### src/rtl/rtmq_gpr_bank.sv
// Purpose: RTMQ write-back GPR bank; masked Type-A and segmented Type-I writes into N_REG registers.
// Latency: address in cycle t, data in t+1, new value and write strobe visible in cycle t+2.
// Backpressure: none; accepts one write per channel every cycle.
//
// Ports:
//   clk      - system clock
//   rst      - asynchronous reset, active-high
//   alu_out  - packed result bus {alu_res, alu_msk, alu_rda, alu_r0a, alu_r1a, imm_res, imm_rda, imm_seg}
//   gpr_bus  - register k at bits [W_REG*(k+1)-1 : W_REG*k]
//   gpr_wse  - per-register one-cycle write-side-effect strobe, aligned with the new value
module rtmq_gpr_bank #(
    parameter int                 W_REG   = 32,
    parameter int                 W_ADR   = 8,
    parameter int                 N_REG   = 8,
    parameter logic [W_ADR-1:0]   A_BASE  = 8'h20,
    parameter logic [W_REG-1:0]   RST_VAL = 32'h0
) (
    input  logic                       clk,
    input  logic                       rst,
    input  logic [3*W_REG+4*W_ADR:0]   alu_out,
    output logic [N_REG*W_REG-1:0]     gpr_bus,
    output logic [N_REG-1:0]           gpr_wse
);

    // Field offsets inside alu_out, LSB upward.
    localparam int O_SEG  = 0;
    localparam int O_IRDA = O_SEG + 1;
    localparam int O_IRES = O_IRDA + W_ADR;
    localparam int O_R1A  = O_IRES + W_REG;
    localparam int O_R0A  = O_R1A + W_ADR;
    localparam int O_RDA  = O_R0A + W_ADR;
    localparam int O_MSK  = O_RDA + W_ADR;
    localparam int O_RES  = O_MSK + W_REG;

    // Immediate segment boundary: lower segment is bits [19:0], higher is [31:20].
    localparam int SEG_LO = 20;

    logic [W_REG-1:0] alu_res;
    logic [W_REG-1:0] alu_msk;
    logic [W_ADR-1:0] alu_rda;
    logic [W_REG-1:0] imm_res;
    logic [W_ADR-1:0] imm_rda;
    logic             imm_seg;

    assign alu_res = alu_out[O_RES  +: W_REG];
    assign alu_msk = alu_out[O_MSK  +: W_REG];
    assign alu_rda = alu_out[O_RDA  +: W_ADR];
    assign imm_res = alu_out[O_IRES +: W_REG];
    assign imm_rda = alu_out[O_IRDA +: W_ADR];
    assign imm_seg = alu_out[O_SEG];

    // Source operand addresses travel on the same bus but are not used by write-back.
    logic unused_ok;
    assign unused_ok = ^alu_out[O_R1A +: 2*W_ADR];

    // Address-stage flags, registered so they line up with the data arriving a cycle later.
    logic [N_REG-1:0] f_alu_d, f_alu_q;
    logic [N_REG-1:0] f_imm_d, f_imm_q;
    logic             seg_d, seg_q;

    logic [W_REG-1:0] reg_d [N_REG];
    logic [W_REG-1:0] reg_q [N_REG];
    logic [N_REG-1:0] wse_d, wse_q;

    // Address decode. Zero means "no write"; out-of-bank addresses match nothing.
    always_comb begin
        f_alu_d = '0;
        f_imm_d = '0;
        seg_d   = imm_seg;
        for (int k = 0; k < N_REG; k++) begin
            f_alu_d[k] = (alu_rda != '0) && (alu_rda == W_ADR'(A_BASE + k));
            f_imm_d[k] = (imm_rda != '0) && (imm_rda == W_ADR'(A_BASE + k));
        end
    end

    // Data stage. The immediate segment is merged first so a colliding ALU
    // masked write lands on top of it: R' = alu_res | (Rimm & alu_msk).
    logic [W_REG-1:0] r_imm;

    always_comb begin
        r_imm = '0;
        wse_d = '0;
        for (int k = 0; k < N_REG; k++) begin
            r_imm = reg_q[k];
            if (f_imm_q[k]) begin
                if (seg_q) begin
                    r_imm[SEG_LO-1:0] = imm_res[SEG_LO-1:0];
                end else begin
                    r_imm[W_REG-1:SEG_LO] = imm_res[W_REG-1:SEG_LO];
                end
            end
            reg_d[k] = f_alu_q[k] ? (alu_res | (r_imm & alu_msk)) : r_imm;
            // Strobe on every decoded write, even if the value does not change.
            wse_d[k] = f_alu_q[k] | f_imm_q[k];
        end
    end

    always_ff @(posedge clk or posedge rst) begin
        if (rst) begin
            f_alu_q <= '0;
            f_imm_q <= '0;
            seg_q   <= 1'b0;
            wse_q   <= '0;
            for (int k = 0; k < N_REG; k++) begin
                reg_q[k] <= RST_VAL;
            end
        end else begin
            f_alu_q <= f_alu_d;
            f_imm_q <= f_imm_d;
            seg_q   <= seg_d;
            wse_q   <= wse_d;
            for (int k = 0; k < N_REG; k++) begin
                reg_q[k] <= reg_d[k];
            end
        end
    end

    for (genvar k = 0; k < N_REG; k++) begin : g_bus
        assign gpr_bus[W_REG*k +: W_REG] = reg_q[k];
    end

    assign gpr_wse = wse_q;

endmodule

### config.mk
export PLATFORM = sky130hd
export DESIGN_NAME = rtmq_gpr_bank
export DESIGN_NICKNAME = d
export VERILOG_FILES = /design/src/rtl/rtmq_gpr_bank.sv
export SDC_FILE = /design/constraint.sdc
export NUM_CORES = 1
export LEC_CHECK = 0
export CORE_ASPECT_RATIO = 1.5
export CORE_MARGIN = 5
export CORE_UTILIZATION = 40
export CTS_CLUSTER_SIZE = 20
export DETAILED_ROUTE_END_ITERATION = 8
export PLACE_DENSITY = 0.68
export SETUP_SLACK_MARGIN = 0.5
export SLEW_MARGIN = 15
export SYNTH_ARGS = -nofsm -noshare
export SYNTH_HDL_FRONTEND = slang
export SYNTH_SLANG_ARGS = --single-unit
export TNS_END_PERCENT = 10
### constraint.sdc
create_clock -name clk -period 10.52 [get_ports clk]
set_input_delay 2.104 -clock clk [delete_from_list [all_inputs] [get_ports clk]]
set_output_delay 2.104 -clock clk [all_outputs]
set_load 0.01 [all_outputs]
==> run_results.csv, run 1 <==
group,metric,value,unit
placement,routabilityCongestion,0.8048,
finish,fin_nets,1907,
timing,fin_setup_tns,0,ps
drt,viasPerCell,5.028,
die,die_h,243.4,um
job,cap_violations,0,
die,pin_count,395,
logic_synthesis,synth_area_leaders,"dfrtp_1 48%, mux2i_1 18%, nor2b_1 11%",
cts,clk_latency,550,ps
timing,holdWs,515.1,ps
critical_path,cp-end-kind,"output pin",
timing,finalWorstSetupSlack,6885,ps
power_and_ir_drop,cellLeakagePower,0.009028,uW
critical_path,r2r_start,"seg_q$_DFF_PP0_",
timing,finalCritPeriodShare,34.55,%
timing,finalSetupViolCount,0,
die,std_cell_rows,85,
logic_synthesis,syn_nets,1634,
finish,layout-drive-gt1-share,4.685,%
timing,skew,16.64,ps
timing,period_minus_slack,3635,ps
placement,place_inst,2223,
global_route,grt_remaining_overflow,0,
critical_path,crit_start,"gpr_bus[15]$_DFF_PP0_",
drt,drc,0,
critical_path,critical_path_arrival,1530,ps
critical_path,worstPathRequired,8420,ps
timing,worstMarginPinSlew,1125,ps
global_route,grt_pass1_vias,11419,
logic_synthesis,synth_common_cells,"281 x dfrtp_1, 266 x nand2_1, 256 x mux2i_1, 256 x nor2b_1, 236 x o21ai_0",
die,dieArea,0.04032,mm2
cts,cts.sinks,281,
drt,firstDrtPassIters,5,
cts,cts_tree,"built",
critical_path,reg2reg_depth,3,
logic_synthesis,async_flop_share,100.0,%
cts,cts.clk_slew.worst_paths,60,ps
global_route,gr-usage-all-layers,23.15,%
finish,fin_cells,2273,
logic_synthesis,seq_area_frac_synth,48.39,%
power_and_ir_drop,irDropWorstVdd,108.1,uV
critical_path,critPathBufInv,1,
critical_path,cp.depth,1,
cts,ctsHoldBuffers,0,
logic_synthesis,avgSynthCellArea,9.668,um2
critical_path,cp_top_family,"buffers and inverters",
logic_synthesis,yosys_register_bits,281,
placement,numPortBuffers,378,
critical_path,rr_endpoint,"gpr_bus[189]$_DFF_PP0_",
critical_path,cp_cell_sequence,"clkdlybuf4s50_1",
die,core,0.03595,mm2
cts,cts_root_buffer,"clkbuf_16",
critical_path,worstSetupStartpointType,"flop",
cts,clock_path_buffers,3,
timing,rsz0062_at_grt,"false",
logic_synthesis,yosysTopAreaCell,"dfrtp_1",
logic_synthesis,synth-edff-count,0,
logic_synthesis,yosys_most_used_dff,"dfrtp_1",
power_and_ir_drop,cellPowerDensity,159.8,mW/mm2
critical_path,cp_max_fo,2,
timing,report.final.slew_viol_count,0,
cts,ctsResizeCount,0,
critical_path,slowest_delay,640,ps
logic_synthesis,synth_most_common_cell,"dfrtp_1",
cts,cts_max_level,1,
drt,wire_per_inst,21.37,um
critical_path,slowest_stage,"clkdlybuf4s50_1",
placement,post-place-ws,6320,ps
timing,hold_violations,0,
drt,routed_wl,48.58,mm
drt,ant_nets,0,
worst_hold_path,hold_path_class,"flop to flop",
global_route,grt_max_degree,175,
global_route,antenna_found_initial,4,
logic_synthesis,synthCells,1503,
timing,max_freq,275.1,MHz
logic_synthesis,synth_top_area_share,48.39,%
critical_path,ff2ff_setup_slack,8390,ps
drt,drt-initial-drc-count,864,
drt,route.vias.total,11429,
die,die_x,165.6,um
critical_path,crit_path_end,"gpr_bus[15]",
logic_synthesis,yosysUniqueCellTypes,22,
finish,final_area,0.01919,mm2
logic_synthesis,syn_area,0.01453,mm2
logic_synthesis,ys_warn_count,0,
worst_hold_path,hp-start,"f_imm_q[2]$_DFF_PP0_",
cts,cts_buffers,29,
finish,area_growth,32.06,%
cts,cts_setup_buffers,0,
timing,max_slew_margin,24.99,%
placement,dpl-instance-area,0.01826,mm2
placement,dp_hpwl,32.29,mm
global_route,grt_pass1_wl,73.69,mm
critical_path,path_class,"flop to output pin",
die,initial_core_util,40.42,%
status,outcome,"finished clean",
worst min-delay path by stage:
stage	endpoint	slack [ps]	cells past startpoint
2_1_floorplan	gpr_wse[0]$_DFF_PP0_	460	1
3_3_place_gp	gpr_wse[5]$_DFF_PP0_	490	1
3_5_place_dp	gpr_wse[2]$_DFF_PP0_	500	1
4_1_cts	gpr_wse[5]$_DFF_PP0_	510	1
5_1_grt	gpr_wse[2]$_DFF_PP0_	530	1
6_report	gpr_wse[2]$_DFF_PP0_	520	1
per-layer routing:
layer | up-vias | GRT usage, % | part of all wire [%]
li1 | 5496 | - | -
met1 | 5468 | 28.21 | 40
met2 | 386 | 40.92 | 51
met3 | 75 | 3.940 | 5.3
met4 | 4 | 8.861 | 3.9
met5 | - | 0 | 0.031
through the flow:
step,util [%],power [uW]
floorplan,-,1588
global placement,50.80,2046
detailed placement,50.80,2062
CTS,53.37,3100
global route,53.38,3204
finish,53.38,3067
registers in the layout, summed over array words and instances, names as in the netlist:
signal   cells
f_alu_q      8
gpr_bus    256
gpr_wse      8
f_imm_q      8
seg_q        1
cells in the final DEF, fill, tap and decap left out, types with 3 or more instances in the layout:
cell	n
nand2_2	8
clkinv_2	6
o21ai_0	236
mux2i_1	256
clkbuf_8	4
bufinv_16	3
clkdlybuf4s50_1	378
clkbuf_1	6
dfrtp_2	8
o21ai_1	20
clkbuf_16	29
dfrtp_1	273
nand2_1	258
or2_2	8
buf_4	8
nand2b_1	10
nor2b_1	256
nor2_1	12
cell families after synthesis:
kind of cell / share of synthesized area [%]
buf+inv: 5.321
flops: 48.39
mux: 17.63
compound gates: 8.817
simple gates: 19.84
where the power goes:
part           internal, uW  total, uW  switching (uW)
Clock                   603       1030             426
Combinational           383        707             324
Sequential             1240       1330            94.3
Total                  2220       3070             844
area by class of cell:
type	instances	area, um2
antenna	2	5.005
clock buffer	39	803.3
clock inverter	9	120.1
fill	3326	16760
inverter	1	11.26
multi-input combinational	1076	6746
sequential	281	7042
tap	478	598.1
timing repair buffer	387	3864
(Power assumes the default switching activity.)
==> run 2, diff against run 1 <==
==> constraint.sdc (replaced) <==
create_clock -name clk -period 3.57 [get_ports clk]
set_input_delay 0.714 -clock clk [delete_from_list [all_inputs] [get_ports clk]]
set_output_delay 0.714 -clock clk [all_outputs]
set_load 0.01 [all_outputs]
==> run 2 against run 1 <==
  * Power rose to 3.0 times the previous value
  * Via count up 1.9%
  * Core utilization is 0.47 points higher
  * Clock skew shrank 7.9 ps
  * Routed wire length up 1.2%
  * Die area is the same
  * Critical endpoint is now gpr_bus[145]
==> run_results.csv, run 2 (synthesis results as in run 1) <==
group,metric,value,unit
timing,finalWorstSetupSlack,1315,ps
timing,finalSetupViolCount,0,
global_route,antenna_found_initial,6,
cts,cts_root_buffer,"clkbuf_16",
drt,drt-initial-drc-count,768,
finish,layout-drive-gt1-share,5.703,%
die,pin_count,395,
power_and_ir_drop,seqPwrFrac,42.6,%
cts,clk_latency,550,ps
job,cap_violations,0,
drt,wire_per_inst,21.47,um
cts,cts.clk_slew.worst_paths,60,ps
die,std_cell_rows,85,
die,die_x,165.6,um
drt,firstDrtPassIters,5,
critical_path,cp_max_fo,2,
placement,routabilityCongestion,0.8166,
timing,finalCritPeriodShare,63.18,%
power_and_ir_drop,swShare,27.93,%
timing,rsz0062_at_grt,"false",
die,core,0.03595,mm2
finish,largest_register_ffs,256,
finish,area_growth,33.21,%
critical_path,worstSetupStartpointType,"flop",
die,dieArea,0.04032,mm2
drt,ant_nets,0,
critical_path,path_class,"flop to output pin",
finish,fin_nets,1915,
cts,cts_setup_buffers,0,
timing,fin_setup_tns,0,ps
global_route,grt_max_degree,107,
global_route,gr-usage-all-layers,23.42,%
cts,cts_buffers,28,
status,outcome,"finished clean",
placement,place_inst,2232,
critical_path,slowest_delay,640,ps
timing,period_minus_slack,2255,ps
critical_path,slowest_stage,"clkdlybuf4s50_1",
cts,cts.sinks,281,
power_and_ir_drop,p_int,6654,uW
timing,skew,8.702,ps
critical_path,critPathBufInv,1,
cts,ctsHoldBuffers,0,
power_and_ir_drop,switchingPower,2579,uW
cts,ctsResizeCount,0,
placement,dp_hpwl,33.22,mm
critical_path,critical_path_arrival,1540,ps
timing,max_freq,443.4,MHz
power_and_ir_drop,p_clk_share,34.9,%
placement,numPortBuffers,378,
critical_path,worstPathRequired,2860,ps
drt,viasPerCell,5.086,
critical_path,cp_cell_sequence,"clkdlybuf4s50_1",
finish,fin_cells,2290,
global_route,grt_pass1_vias,11684,
timing,max_slew_margin,25.49,%
die,initial_core_util,40.42,%
drt,route.vias.total,11648,
finish,most-common-layout-cells,"378 x clkdlybuf4s50_1, 273 x dfrtp_1, 258 x nand2_1",
timing,report.final.slew_viol_count,0,
cts,cts_max_level,1,
timing,hold_violations,0,
critical_path,cp_top_family,"buffers and inverters",
cts,clock_path_buffers,3,
worst_hold_path,hold_path_class,"primary input to asynchronous set/reset pin",
die,die_h,243.4,um
drt,routed_wl,49.16,mm
drt,drc,0,
power_and_ir_drop,cellLeakagePower,0.009111,uW
power_and_ir_drop,power_frac_comb,22.5,%
cts,cts_tree,"built",
power_and_ir_drop,irDropWorstVdd,346.7,uV
critical_path,cp-end-kind,"output pin",
global_route,grt_pass1_wl,74.61,mm
finish,final_common_cell,"clkdlybuf4s50_1",
timing,worstMarginPinSlew,1118,ps
placement,post-place-ws,1466,ps
power_and_ir_drop,cellPowerDensity,477.0,mW/mm2
global_route,grt_remaining_overflow,0,
-- run 2: cell types whose count changed in the layout (fill, tap and decap cells not counted), sizes merged --
cell / before / now
diode: 2 / 6
clkbuf: 39 / 34
bufinv: 3 / 4
buf: 9 / 18
clkinv: 6 / 13
inv: 1 / 0
clkinvlp: 0 / 2
-- run 2: per-layer routing --
| metal | vias up | GRT usage [%] | routed length [um] |
|---|---|---|---|
| li1 | 5523 | - | - |
| met1 | 5677 | 27.40 | 19210 |
| met2 | 353 | 42.33 | 25560 |
| met3 | 95 | 3.989 | 2307 |
| met4 | 0 | 9.760 | 2083 |
| met5 | - | 0 | 0 |
-- run 2: area by class of cell --
cell class	instances	area [um2]
clock inverters	18	207.7
flip-flops and latches	281	7044
multi-input cells	1076	6746
inverters	1	7.507
well taps	478	598.1
repair buffers	396	3944
diodes	6	15.01
clock buffers	34	794.5
fillers	3292	16590
-- run 2: final timing paths --
check	start	to	slack, ps	cells past startpoint
min in group clk	f_imm_q[1]$_DFF_PP0_	gpr_wse[1]$_DFF_PP0_	510	1
hold reg to reg	f_imm_q[1]$_DFF_PP0_	gpr_wse[1]$_DFF_PP0_	510	1
setup / recovery	gpr_bus[145]$_DFF_PP0_	gpr_bus[145]	1310	1
hold / removal	rst	gpr_bus[223]$_DFF_PP0_	500	2
setup reg to reg	seg_q$_DFF_PP0_	gpr_bus[91]$_DFF_PP0_	1470	3
max in group asynchronous	rst	f_alu_q[7]$_DFF_PP0_	2080	3
-- run 2: metrics by stage --
| step | power, uW | hold WS [ps] | util, % | instance area [um2] |
|---|---|---|---|---|
| after global routing | 9620 | 492.7 | 53.85 | 19360 |
| after CTS | 9314 | 480.1 | 53.80 | 19340 |
| after global placement | 6040 | 495.5 | 51.01 | 18340 |
| final | 9233 | 499.2 | 53.85 | 19360 |
| after floorplan | 4681 | 464.3 | - | 14540 |
| after detailed placement | 6084 | 497.8 | 51.01 | 18340 |
-- run 2: power by group through the flow --
| stage | registers [uW] | clock network (uW) | logic, uW |
|---|---|---|---|
| global placement | 3970 | 0 | 2070 |
| CTS | 3930 | 3280 | 2100 |
| finish | 3930 | 3220 | 2080 |
| detailed placement | 3990 | 0 | 2100 |
| global route | 3990 | 3410 | 2220 |
| floorplan | 4150 | 0 | 528 |
